<file path="config.mk">
export PLATFORM = sky130hd
export DESIGN_NAME = alu_operand_stage
export DESIGN_NICKNAME = d
export VERILOG_FILES = /design/src/rtl/alu_pkg.sv /design/src/rtl/alu_opstage_mem.sv /design/src/rtl/alu_operand_stage.sv
export SDC_FILE = /design/constraint.sdc
export NUM_CORES = 1
export LEC_CHECK = 0
export ABC_CLOCK_PERIOD_IN_PS = 2800
export BUFFER_PORTS_ARGS = -buffer_cell sky130_fd_sc_hd__buf_2
export CORE_MARGIN = 1.5
export CORE_UTILIZATION = 53
export DETAILED_ROUTE_END_ITERATION = 8
export PLACE_DENSITY = 0.77
export SYNTH_ARGS = -nofsm -noshare
export SYNTH_HDL_FRONTEND = slang
export SYNTH_SLANG_ARGS = --single-unit
</file>
<file path="constraint.sdc">
create_clock -name clk -period 2.8 [get_ports clk]
set_clock_uncertainty 0.2 [all_clocks]
set_input_delay 0.28 -clock clk [delete_from_list [all_inputs] [get_ports clk]]
set_output_delay 0.28 -clock clk [all_outputs]
set_load 0.1 [all_outputs]
</file>
<file path="src/rtl/alu_pkg.sv">
// alu_pkg: shared ALU widths and the logic-op select encoding
package alu_pkg;
  localparam int ALU_WIDTH = 16;
  localparam int OP_W = 3;
  typedef enum logic [OP_W-1:0] {
    OP_AND, OP_OR, OP_XOR, OP_XNOR, OP_NAND, OP_NOR, OP_NOT, OP_PASS
  } op_e;
endpackage

</file>
<file path="src/rtl/alu_opstage_mem.sv">
// alu_opstage_mem: operand-set storage, registered write and combinational read
module alu_opstage_mem import alu_pkg::*; #(
  parameter int DW = 2 * ALU_WIDTH + OP_W,
  parameter int DEPTH = 4
) (
  input  logic                     clk,
  input  logic                     rst_n,
  input  logic                     we,
  input  logic [$clog2(DEPTH)-1:0] waddr,
  input  logic [$clog2(DEPTH)-1:0] raddr,
  input  logic [DW-1:0]            wdata,
  output logic [DW-1:0]            rdata
);
  logic [DW-1:0] mem [DEPTH];
  always_ff @(posedge clk or negedge rst_n) begin
    if (!rst_n) begin
      for (int i = 0; i < DEPTH; i++) mem[i] <= '0;
    end else if (we) begin
      mem[waddr] <= wdata;
    end
  end
  assign rdata = mem[raddr];
endmodule

</file>
<file path="src/rtl/alu_operand_stage.sv">
// alu_operand_stage: FIFO operand buffer ahead of the logic unit; ALU_OPSTAGE_COUNT_EN adds accepted_cnt
module alu_operand_stage import alu_pkg::*; #(
  parameter int WIDTH = ALU_WIDTH,
  parameter int DEPTH = 4
) (
  input  logic                   clk,
  input  logic                   rst_n,
  input  logic                   in_valid,
  output logic                   in_ready,
  input  logic [WIDTH-1:0]       in1_i,
  input  logic [WIDTH-1:0]       in2_i,
  input  logic [OP_W-1:0]        op_i,
  input  logic                   flush,
  output logic                   out_valid,
  input  logic                   out_ready,
  output logic [WIDTH-1:0]       in1,
  output logic [WIDTH-1:0]       in2,
  output logic [OP_W-1:0]        op,
  output logic [$clog2(DEPTH):0] level
`ifdef ALU_OPSTAGE_COUNT_EN
  ,
  output logic [15:0]            accepted_cnt
`endif
);
  localparam int AW = $clog2(DEPTH);
  localparam int LW = AW + 1;
  localparam int DW = 2 * WIDTH + OP_W;
  logic [AW-1:0] wptr, rptr;
  logic [DW-1:0] rdata, last;
  logic push, pop;
  assign in_ready  = level != LW'(DEPTH);
  assign out_valid = level != '0;
  assign push      = in_valid && in_ready && !flush;
  assign pop       = out_valid && out_ready && !flush;
  // an empty stage keeps showing the most recently consumed set
  assign {in1, in2, op} = out_valid ? rdata : last;
  alu_opstage_mem #(.DW(DW), .DEPTH(DEPTH)) u_mem (
    .clk   (clk),
    .rst_n (rst_n),
    .we    (push),
    .waddr (wptr),
    .raddr (rptr),
    .wdata ({in1_i, in2_i, op_i}),
    .rdata (rdata)
  );
  always_ff @(posedge clk or negedge rst_n) begin
    if (!rst_n) begin
      wptr  <= '0;
      rptr  <= '0;
      level <= '0;
      last  <= '0;
    end else if (flush) begin
      wptr  <= '0;
      rptr  <= '0;
      level <= '0;
    end else begin
      if (push) wptr <= wptr + AW'(1);
      if (pop) begin
        rptr <= rptr + AW'(1);
        last <= rdata;
      end
      level <= level + LW'(push) - LW'(pop);
    end
  end
`ifdef ALU_OPSTAGE_COUNT_EN
  always_ff @(posedge clk or negedge rst_n) begin
    if (!rst_n) accepted_cnt <= '0;
    else if (push) accepted_cnt <= accepted_cnt + 16'd1;
  end
`endif
endmodule

</file>
== Word level (Yosys, flattened, before mapping) ==
Index checks and enable logic that the tools add are counted.
W data, S select, Z words.
Storage, ports and cells
  output and inout port bits: 40
  ROM bits: 0
  bits in latches: 0
  logic and storage cells: 41
  memories kept: 0
  input bits: 40
  register bits after elaboration: 182
  bits in writable memories: 0
Cells by class
  eq/ne operators: 1
  bitwise logic cells: 3
  order comparisons: 3
  shift-type cells: 0
  multiplexer cells: 12
  multiply operators: 0
  reduce and logical (&&, ||, !) cells: 10
  $add $sub $neg: 4
  div/mod/pow operators: 0
Operators by type and width (count)
  $bwmux W140: 1
  $mux W35: 4
  $bmux W35 S2: 1
  $demux W35 S2: 1
  $mux W2: 4
  $ge A3 B3 Y1 const B: 2
  $not A2 Y3: 2
  $logic_and A1 B1 Y1: 5
  $add A2 B1 Y2 const B: 2
  $reduce_bool A2 Y1: 2
  $add A3 B1 Y3: 1
  $lt A3 B1 Y1 const B: 1
  $mux W3: 1
  $ne A3 B3 Y1 const B: 1
  $reduce_bool A3 Y1: 1
  $sub A3 B1 Y3: 1
  $reduce_and A2 Y1: 1
  $logic_not A1 Y1: 1
  $not A1 Y1: 1

== Longest topological paths before layout ==
Gate-level depths: netlist (run 1).
  depth in word-level cells: 6
  mapped depth: 11
  mapped depth without buffers: 10

== By module ==
A second synthesis (run 1) with hierarchy kept.
Second synthesis, totals
  cell total of the unflattened synthesis: 491
  area, all modules: 8206.6 um2
By module, submodules not included
  alu_opstage_mem: cells an instance 339, instances 1, area an instance 6074.6 um2
  alu_operand_stage: cells an instance 152, instances 1, area an instance 2132.0 um2

== Worst setup path after synthesis (run 1) ==
OpenSTA, ideal clock, no wires.
  path type: reg2reg
  from: register level[1]
  to: register level[2]
  data arrival time: 2.866 ns
  slack: -0.386 ns
  buffers on the path: 2
  data required time: 2.480 ns
  stages on the path, launching flop included: 12
  setup time: 0.120 ns
  cells stage by stage: dfrtp_1 > nor3_4 > nor3b_1 > buf_2 > buf_4 > ha_1 > inv_1 > ha_1 > inv_1 > fa_1 > xnor2_1 > nor2_1
On the way
  word-level cells in the longest chain between the ends: 6
  elaborated cells on any way between the ends: 9
  those cells by class: add/sub (2); eq/ne (1); mux (1); reduce/logical (5)
Ends and longest elaborated chain
  from (decl): RTL line alu_operand_stage.sv:19  | output logic [$clog2(DEPTH):0] level
  from (signal assigned): RTL line alu_operand_stage.sv:62  | level <= level + LW'(push) - LW'(pop);
  $ne A3 B3 Y1: RTL line alu_operand_stage.sv:31  | assign in_ready = level != LW'(DEPTH);
  $logic_and A1 B1 Y1 (2 in series): RTL line alu_operand_stage.sv:33  | assign push = in_valid && in_ready && !flush;
  $add A3 B1 Y3: RTL line alu_operand_stage.sv:62
  $sub A3 B1 Y3 *: RTL line alu_operand_stage.sv:62
  $mux W3 *: RTL line alu_operand_stage.sv:52  | end else if (flush) begin
Mark *: on every way between the ends. The rest lies on a longest branch, timed or not.
A chain may end at the register's enable or synchronous reset.

== Worst setup path after layout (run 1) ==
  from: register level[2]
  to: output in1[2]
On the way
  word-level cells in the longest chain between the ends: 2
Ends and longest elaborated chain
  $reduce_bool A3 Y1: RTL line alu_operand_stage.sv:32  | assign out_valid = level != '0;
  $mux W35: RTL line alu_operand_stage.sv:36  | assign {in1, in2, op} = out_valid ? rdata : last;
  to (decl): RTL line alu_operand_stage.sv:16  | output logic [WIDTH-1:0] in1,
Every way passes these cells.

==> insert_results.sql, run 1 <==
INSERT INTO impl_metrics (metric_group, metric, value, unit) VALUES
('worst_setup_path', 'critical_path.top_delay_family', 'buffers and inverters', ''),
('routing', 'detail_route.vias_per_cell', '5.52', ''),
('global_routing', 'wire_length_of_the_first_global_routing_pass', '27.3', 'mm'),
('yosys', 'post_synthesis_net_count', '544', ''),
('layout', 'layout.filler_cells', '1097', ''),
('floorplan', 'core_box_area', '15300', 'sq um'),
('yosys', 'yosys-top-cells-count', 'dfrtp_1, mux2_2, mux4_2', ''),
('worst_setup_path', 'endpoint_kind', 'output pin', ''),
('layout', 'layout.nets', '667', ''),
('routing', 'drt_first_iter_violations', '232', ''),
('yosys', 'synth.largest_area_cell', 'dfrtp_1', ''),
('sta', 'tightest_slew', '0.601', 'ns'),
('global_routing', 'groute.usage.overall', '21.6', '%'),
('sta', 'hold_viol', '0', ''),
('sta', 'slew_headroom', '59.9', '%'),
('yosys', 'yosys_warnings', '0', ''),
('floorplan', 'initial_cell_density_of_the_core', '54.6', '%'),
('cts', 'clk_latency', '0.42', 'ns'),
('global_routing', 'grt_antenna_before_repair', '0', ''),
('worst_setup_path', 'critical-path-slowest-cell', 'dfrtp_4', ''),
('yosys', 'netlist_instances', '497', ''),
('sta', 'report.final.setup_viol', '0', ''),
('yosys', 'yosysUniqueCellTypes', '29', ''),
('layout', 'final_cell_area', '10000', 'sq um'),
('min_path', 'min-delay-path-class', 'in2reg', ''),
('yosys', 'post_synth_instance_area', '8340', 'sq um'),
('run_status', 'outcome', 'finished clean', ''),
('routing', 'via_count', '4662', ''),
('placed_design', 'placed_cells_incl_taps', '773', ''),
('routing', 'route.final.wire_length', '16.4', 'mm'),
('cts', 'cts_tree', 'yes', ''),
('yosys', 'synth_sequential_area_ratio', '54.6', '%'),
('yosys', 'synth.top_cells.by_area', 'dfrtp_1, mux2_2, mux4_2', ''),
('sta', 'clock.fmax', '362', 'MHz'),
('floorplan', 'die_y', '128', 'microns'),
('cts', 'cts_inserted_buffers', '17', ''),
('sta', 'final.min_clock_period', '2.76', 'ns'),
('cts', 'clock_tree_buf_depth', '2', ''),
('routing', 'routed_wl_per_cell', '19.4', 'microns'),
('global_routing', 'largest_net_degree_at_the_start_of_global_routing', '57', ''),
('cts', 'post-cts-setup-buffer-count', '0', ''),
('layout', 'diodes', '0', ''),
('routing', 'final_antenna_net_count', '0', ''),
('placed_design', 'placement_cell_area', '9040', 'sq um'),
('cts', 'htree_levels', '4', ''),
('worst_setup_path', 'number_of_cells_on_the_worst_reg_to_reg_path', '10', ''),
('layout', 'stdcell_count', '844', ''),
('yosys', 'yosys_register_bits', '182', ''),
('job', 'drv_cap', '0', ''),
('worst_setup_path', 'critPathMaxFanout', '19', ''),
('global_routing', 'grt_overflow', '0', ''),
('sta', 'grt_setup_unrepaired', 'true', ''),
('worst_setup_path', 'total_stage_count_of_the_critical_path', '4', ''),
('worst_setup_path', 'element_type_at_the_critical_path_start', 'flop', ''),
('yosys', 'synth.avg_cell_area', '16.8', 'sq um'),
('cts', 'clock-root-buffer', 'clkbuf_16', ''),
('sta', 'timing.final.max_slew_violations', '0', ''),
('yosys', 'synth_most_common_cell', 'dfrtp_1', ''),
('yosys', 'synth_top_area_share', '54.6', '%'),
('cts', 'clock_input_transition_at_the_sequential_cells_of_the_worst_setup_and_hold_paths', '0.06', 'ns'),
('worst_setup_path', 'critical_path.cell_chain', 'nor3_4 > buf_4 > mux2_2 > buf_2', ''),
('yosys', 'ys_async_sr_fraction', '100', '%'),
('min_path', 'worstHoldPathCells', '4', ''),
('routing', 'drc_errors', '0', ''),
('sta', 'totalNegativeSetupSlack', '0', 'ns'),
('worst_setup_path', 'critical_path_arrival', '2.28', 'ns'),
('cts', 'clkSinkCount', '182', ''),
('floorplan', 'std_cell_rows', '45', ''),
('placed_design', 'detailed_placer_s_ending_hpwl', '10.3', 'mm'),
('routing', 'detail_route.first_pass.iterations', '4', ''),
('yosys', 'yosys_most_used_dff', 'dfrtp_1', '');
[final timing paths]
kind / from / endpoint / slack (ns)
setup / recovery: level[2] / in1[2] / 0.04
hold / removal: out_ready / rptr[0] / 0.02
setup reg to reg: level[2] / level[2] / 0.51
hold reg to reg: last[7] / last[7] / 0.30
max in group asynchronous: rst_n / last[31] / 1.43
min in group asynchronous: rst_n / last[11] / 0.19
[routing by layer]
layer / share of wire, % / up-vias / global-route usage (%)
met2: 49 / 87 / 36.1
met4: 1.0 / 0 / 5.55
met3: 3.1 / 14 / 4.45
met5: 0 / - / 0
met1: 46 / 2476 / 29.2
li1: - / 2085 / -
[cell type report]
cell class                 instances  area, sq um  area share (%)
timing repair buffer             134         1020            10.2
tap                              211          264            2.64
clock buffer                      23          448            4.48
inverter                           7         26.3           0.263
multi-input combinational        278         3560            35.6
sequential                       182         4570            45.6
clock inverter                     9          126            1.26
[per-stage QoR]
stage	setup slack, ns	hold WS, ns
after floorplan	0.00606	-0.216
after global placement	0.520	0.0674
after detailed placement	0.485	0.0822
after CTS	0.0291	0.0170
after global routing	-0.0173	0.0486
final	0.0412	0.0249
[tightest hold or removal path: cells and delay by family]
kind | cells | cell delay [ns]
compound gates | 1 | 0.07
buf+inv | 1 | 0.11
simple gates | 1 | 0.08
xor+xnor | 1 | 0.06
[kinds of logic (layout without fill, tap and decap cells)]
family,Yosys count,after routing,share of synthesized area [%]
flops,182,182,54.6
buf+inv,37,173,2.70
simple gates,16,16,1.50
fa+ha+maj,7,7,1.14
mux,245,245,39.2
compound gates,6,6,0.435
xor+xnor,4,4,0.420
[layout by cell type (no fill, tap or decap)]
cell / count
a21oi_1: 2
and3_4: 1
buf_12: 8
buf_2: 76
buf_4: 8
buf_6: 1
bufinv_16: 3
clkbuf_1: 6
clkbuf_16: 17
clkbuf_4: 2
clkinv_2: 4
clkinvlp_4: 1
dfrtp_1: 177
dfrtp_2: 3
dfrtp_4: 2
dlygate4sd3_1: 39
fa_1: 1
ha_1: 6
inv_1: 6
inv_2: 1
inv_6: 1
mux2_2: 180
mux2_4: 30
mux4_2: 35
nand2_1: 1
nand3_1: 2
nand3_2: 3
nor2_1: 4
nor2b_1: 2
nor3_4: 1
nor3b_2: 1
nor3b_4: 1
o21ai_0: 2
o311ai_0: 1
o31ai_1: 1
xnor2_1: 1
xor2_1: 3
[state kept, by name (all words and copies together) (netlist names)]
signal,count
rptr,2
wptr,2
level,3
last,35
u_mem.mem,140
[what timing repair did]
item / CTS / global route
hold buffers: 39 / 0
setup endpoints to repair: 0 / 5
endpoints found under the hold margin: 200 / 0
resized for setup: 0 / 2
Power of run 1 is left out: the tool's default activity adds up to more than one toggle a clock period on the data nets, which glitch-free logic cannot reach.
==> run 2, diff against run 1 <==
Settings changed: SLEW_MARGIN set to 20, SYNTH_HIERARCHICAL set to 1, TNS_END_PERCENT set to 50.
==> run 2 against run 1 <==
Fmax up 2.3%. Via count down 1.3%. Setup slack better by 0.062 ns. Synthesized area down 1.6%. Count of clock-buffer cells in the layout down 3. Sequential share of layout area up 0.91 points. Register-to-register slack worse by 0.35 ns. First-iteration DRC count down 23%. Flip-flop and latch count unchanged. Critical path depth unchanged. Design area down 1.9%. Critical endpoint is now in2[2].
==> insert_results.sql, run 2 <==
INSERT INTO impl_metrics (metric_group, metric, value, unit) VALUES
('layout', 'layout_overhead_on_the_synthesized_area', '19.6', '%'),
('global_routing', 'grt_overflow', '0', ''),
('sta', 'timing.final.max_slew_violations', '0', ''),
('cts', 'clkSinkCount', '182', ''),
('cts', 'clock_tree_buf_depth', '2', ''),
('floorplan', 'die-width', '127', 'microns'),
('routing', 'via_count', '4600', ''),
('global_routing', 'groute.usage.overall', '21.7', '%'),
('layout', 'diodes', '0', ''),
('yosys', 'synth.avg_cell_area', '16.7', 'sq um'),
('layout', 'largest_register_ff_count', '140', ''),
('layout', 'largest_registers', 'u_mem/mem (140), last (35), level (3)', ''),
('placed_design', 'routabilityCongestion', '0.780', ''),
('cts', 'htree_levels', '4', ''),
('floorplan', 'core_box_area', '15100', 'sq um'),
('global_routing', 'largest_net_degree_at_the_start_of_global_routing', '86', ''),
('layout', 'final_common_cell', 'mux2_2', ''),
('cts', 'post-cts-setup-buffer-count', '0', ''),
('routing', 'detail_route.first_pass.iterations', '4', ''),
('sta', 'tightest_slew', '0.794', 'ns'),
('sta', 'slew_headroom', '47.0', '%'),
('layout', 'top_library_cells_by_usage_in_the_layout_fill_and_taps_aside', 'mux2_2, dfrtp_1, buf_2', ''),
('yosys', 'ys_async_sr_fraction', '100', '%'),
('yosys', 'yosys_most_used_dff', 'dfrtp_1', ''),
('job', 'drv_cap', '0', ''),
('worst_setup_path', 'endpoint_kind', 'output pin', ''),
('cts', 'clock_input_transition_at_the_sequential_cells_of_the_worst_setup_and_hold_paths', '0.06', 'ns'),
('routing', 'route.final.wire_length', '16.1', 'mm'),
('floorplan', 'initial_cell_density_of_the_core', '54.2', '%'),
('yosys', 'netlist_instances', '491', ''),
('cts', 'cts_tree', 'yes', ''),
('global_routing', 'first_global_vias', '5192', ''),
('sta', 'finalWorstSetupSlack', '0.103', 'ns'),
('yosys', 'synth.largest_area_cell', 'dfrtp_1', ''),
('sta', 'grt_setup_unrepaired', 'false', ''),
('placed_design', 'detailed_placer_s_ending_hpwl', '9.86', 'mm'),
('worst_setup_path', 'critPathMaxFanout', '38', ''),
('floorplan', 'std_cell_rows', '45', ''),
('yosys', 'synth_top_area_share', '55.5', '%'),
('worst_setup_path', 'element_type_at_the_critical_path_start', 'flop', ''),
('routing', 'drt_first_iter_violations', '179', ''),
('floorplan', 'die_area', '16200', 'sq um'),
('sta', 'clock.fmax', '371', 'MHz'),
('placed_design', 'placed_cells_incl_taps', '747', ''),
('routing', 'routed_wl_per_cell', '19.7', 'microns'),
('yosys', 'synth_most_common_cell', 'dfrtp_1', ''),
('layout', 'stdcell_count', '816', ''),
('yosys', 'synth_edf_count', '0', ''),
('cts', 'clk_latency', '0.43', 'ns'),
('sta', 'totalNegativeSetupSlack', '0', 'ns'),
('sta', 'final.min_clock_period', '2.70', 'ns'),
('floorplan', 'die_y', '127', 'microns'),
('sta', 'timing.final.crit_share', '96.3', '%'),
('routing', 'drc_errors', '0', ''),
('yosys', 'yosys_warnings', '6', ''),
('yosys', 'yosys-top-cells-count', 'dfrtp_1, mux2_2, mux4_2', ''),
('cts', 'clock-root-buffer', 'clkbuf_16', ''),
('placed_design', 'port_buffers', '79', ''),
('routing', 'detail_route.vias_per_cell', '5.64', ''),
('yosys', 'post_synthesis_net_count', '534', ''),
('floorplan', 'ios', '80', ''),
('worst_setup_path', 'critical_path_arrival', '2.22', 'ns'),
('layout', 'final_layout_size_suffix_gt1_share', '57.6', '%'),
('global_routing', 'wire_length_of_the_first_global_routing_pass', '26.6', 'mm'),
('cts', 'cts_inserted_buffers', '17', ''),
('sta', 'report.final.setup_viol', '0', ''),
('worst_setup_path', 'timing_worst_setup_path_type', 'reg2out', ''),
('routing', 'final_antenna_net_count', '0', ''),
('global_routing', 'grt_antenna_before_repair', '0', ''),
('yosys', 'yosysUniqueCellTypes', '30', ''),
('min_path', 'min-delay-path-class', 'in2reg', ''),
('run_status', 'outcome', 'finished clean', ''),
('yosys', 'synth.top_cells.by_area', 'dfrtp_1, mux2_2, mux4_2', ''),
('layout', 'layout.nets', '658', ''),
('yosys', 'synth_sequential_area_ratio', '55.5', '%'),
('layout', 'registers.top_by_ff_count', 'u_mem/mem', ''),
('placed_design', 'detailedPlace.worstSlack', '0.169', 'ns'),
('yosys', 'post_synth_instance_area', '8210', 'sq um'),
('sta', 'hold_viol', '0', ''),
('yosys', 'yosys_register_bits', '182', ''),
('worst_setup_path', 'critPathRequiredTime', '2.32', 'ns');
[run 2: cell count changes in the layout (fill, tap and decap cells not counted), moves of 3 or more]
cell      previous run  this run
buf_12               8         5
buf_4                8        11
clkbuf_1             6         2
clkinv_4             0         3
ha_1                 6         0
inv_1                6         1
mux2_1               0        31
mux2_4              30         0
[run 2: through the flow]
step | hold WS [ns] | util [%] | cell area [sq um]
after CTS | 0.00451 | 64.8 | 9810
after floorplan | -0.216 | - | 8250
final | 0.0251 | 64.8 | 9820
after global placement | 0.189 | 58.6 | 8870
after global routing | 0.0102 | 64.8 | 9820
after detailed placement | 0.203 | 58.6 | 8870
[run 2: cell families after synthesis]
kind of cell	Yosys count	synth area share, %
fa+ha+maj	3	0.549
compound gates	3	0.381
buf+inv	31	2.79
flops	182	55.5
mux	247	38.7
simple gates	23	1.88
xor+xnor	2	0.213
[run 2: final cells by class]
class,count,area [sq um]
Tap cell,188,235
Multi-Input combinational cell,278,3460
Clock inverter,12,128
Timing Repair Buffer,133,966
Sequential cell,182,4570
Fill cell,1054,5330
Clock buffer,20,447
Inverter,3,11.3
[run 2: what timing repair did]
item                                    4_1_cts  5_1_grt
endpoints found under the setup margin        0       12
hold buffers                                 37        0
resized for setup                             0        1
hold endpoints to repair                    227        0
[run 2: metal layers]
metal | vias to the layer above | GRT usage [%] | routed length, microns
met1 | 2420 | 28.3 | 7210
met5 | - | 0 | 0
li1 | 2072 | - | -
met4 | 0 | 8.02 | 262
met2 | 84 | 35.5 | 8050
met3 | 24 | 5.40 | 565
[run 2: final timing paths]
check                           startpoint            end  slack [ns]  cells past startpoint
worst min-delay path              in_valid        wptr[1]        0.03                      3
worst min register to register    last[25]       last[25]        0.28                      1
worst max register to register    level[1]       level[2]        0.16                     11
worst max-delay path              level[1]         in2[2]        0.10                      4
max in group asynchronous            rst_n  u_mem/mem[77]        1.31                      3
min in group asynchronous            rst_n       level[1]        0.29                      2
[run 2: critical path, stage by stage, from the launching register on]
cell     delay, ns
dfrtp_4       0.53
nor3_2        0.26
buf_12        0.29
mux2_2        0.40
buf_2         0.30
Power of run 2 is left out for the same reason.
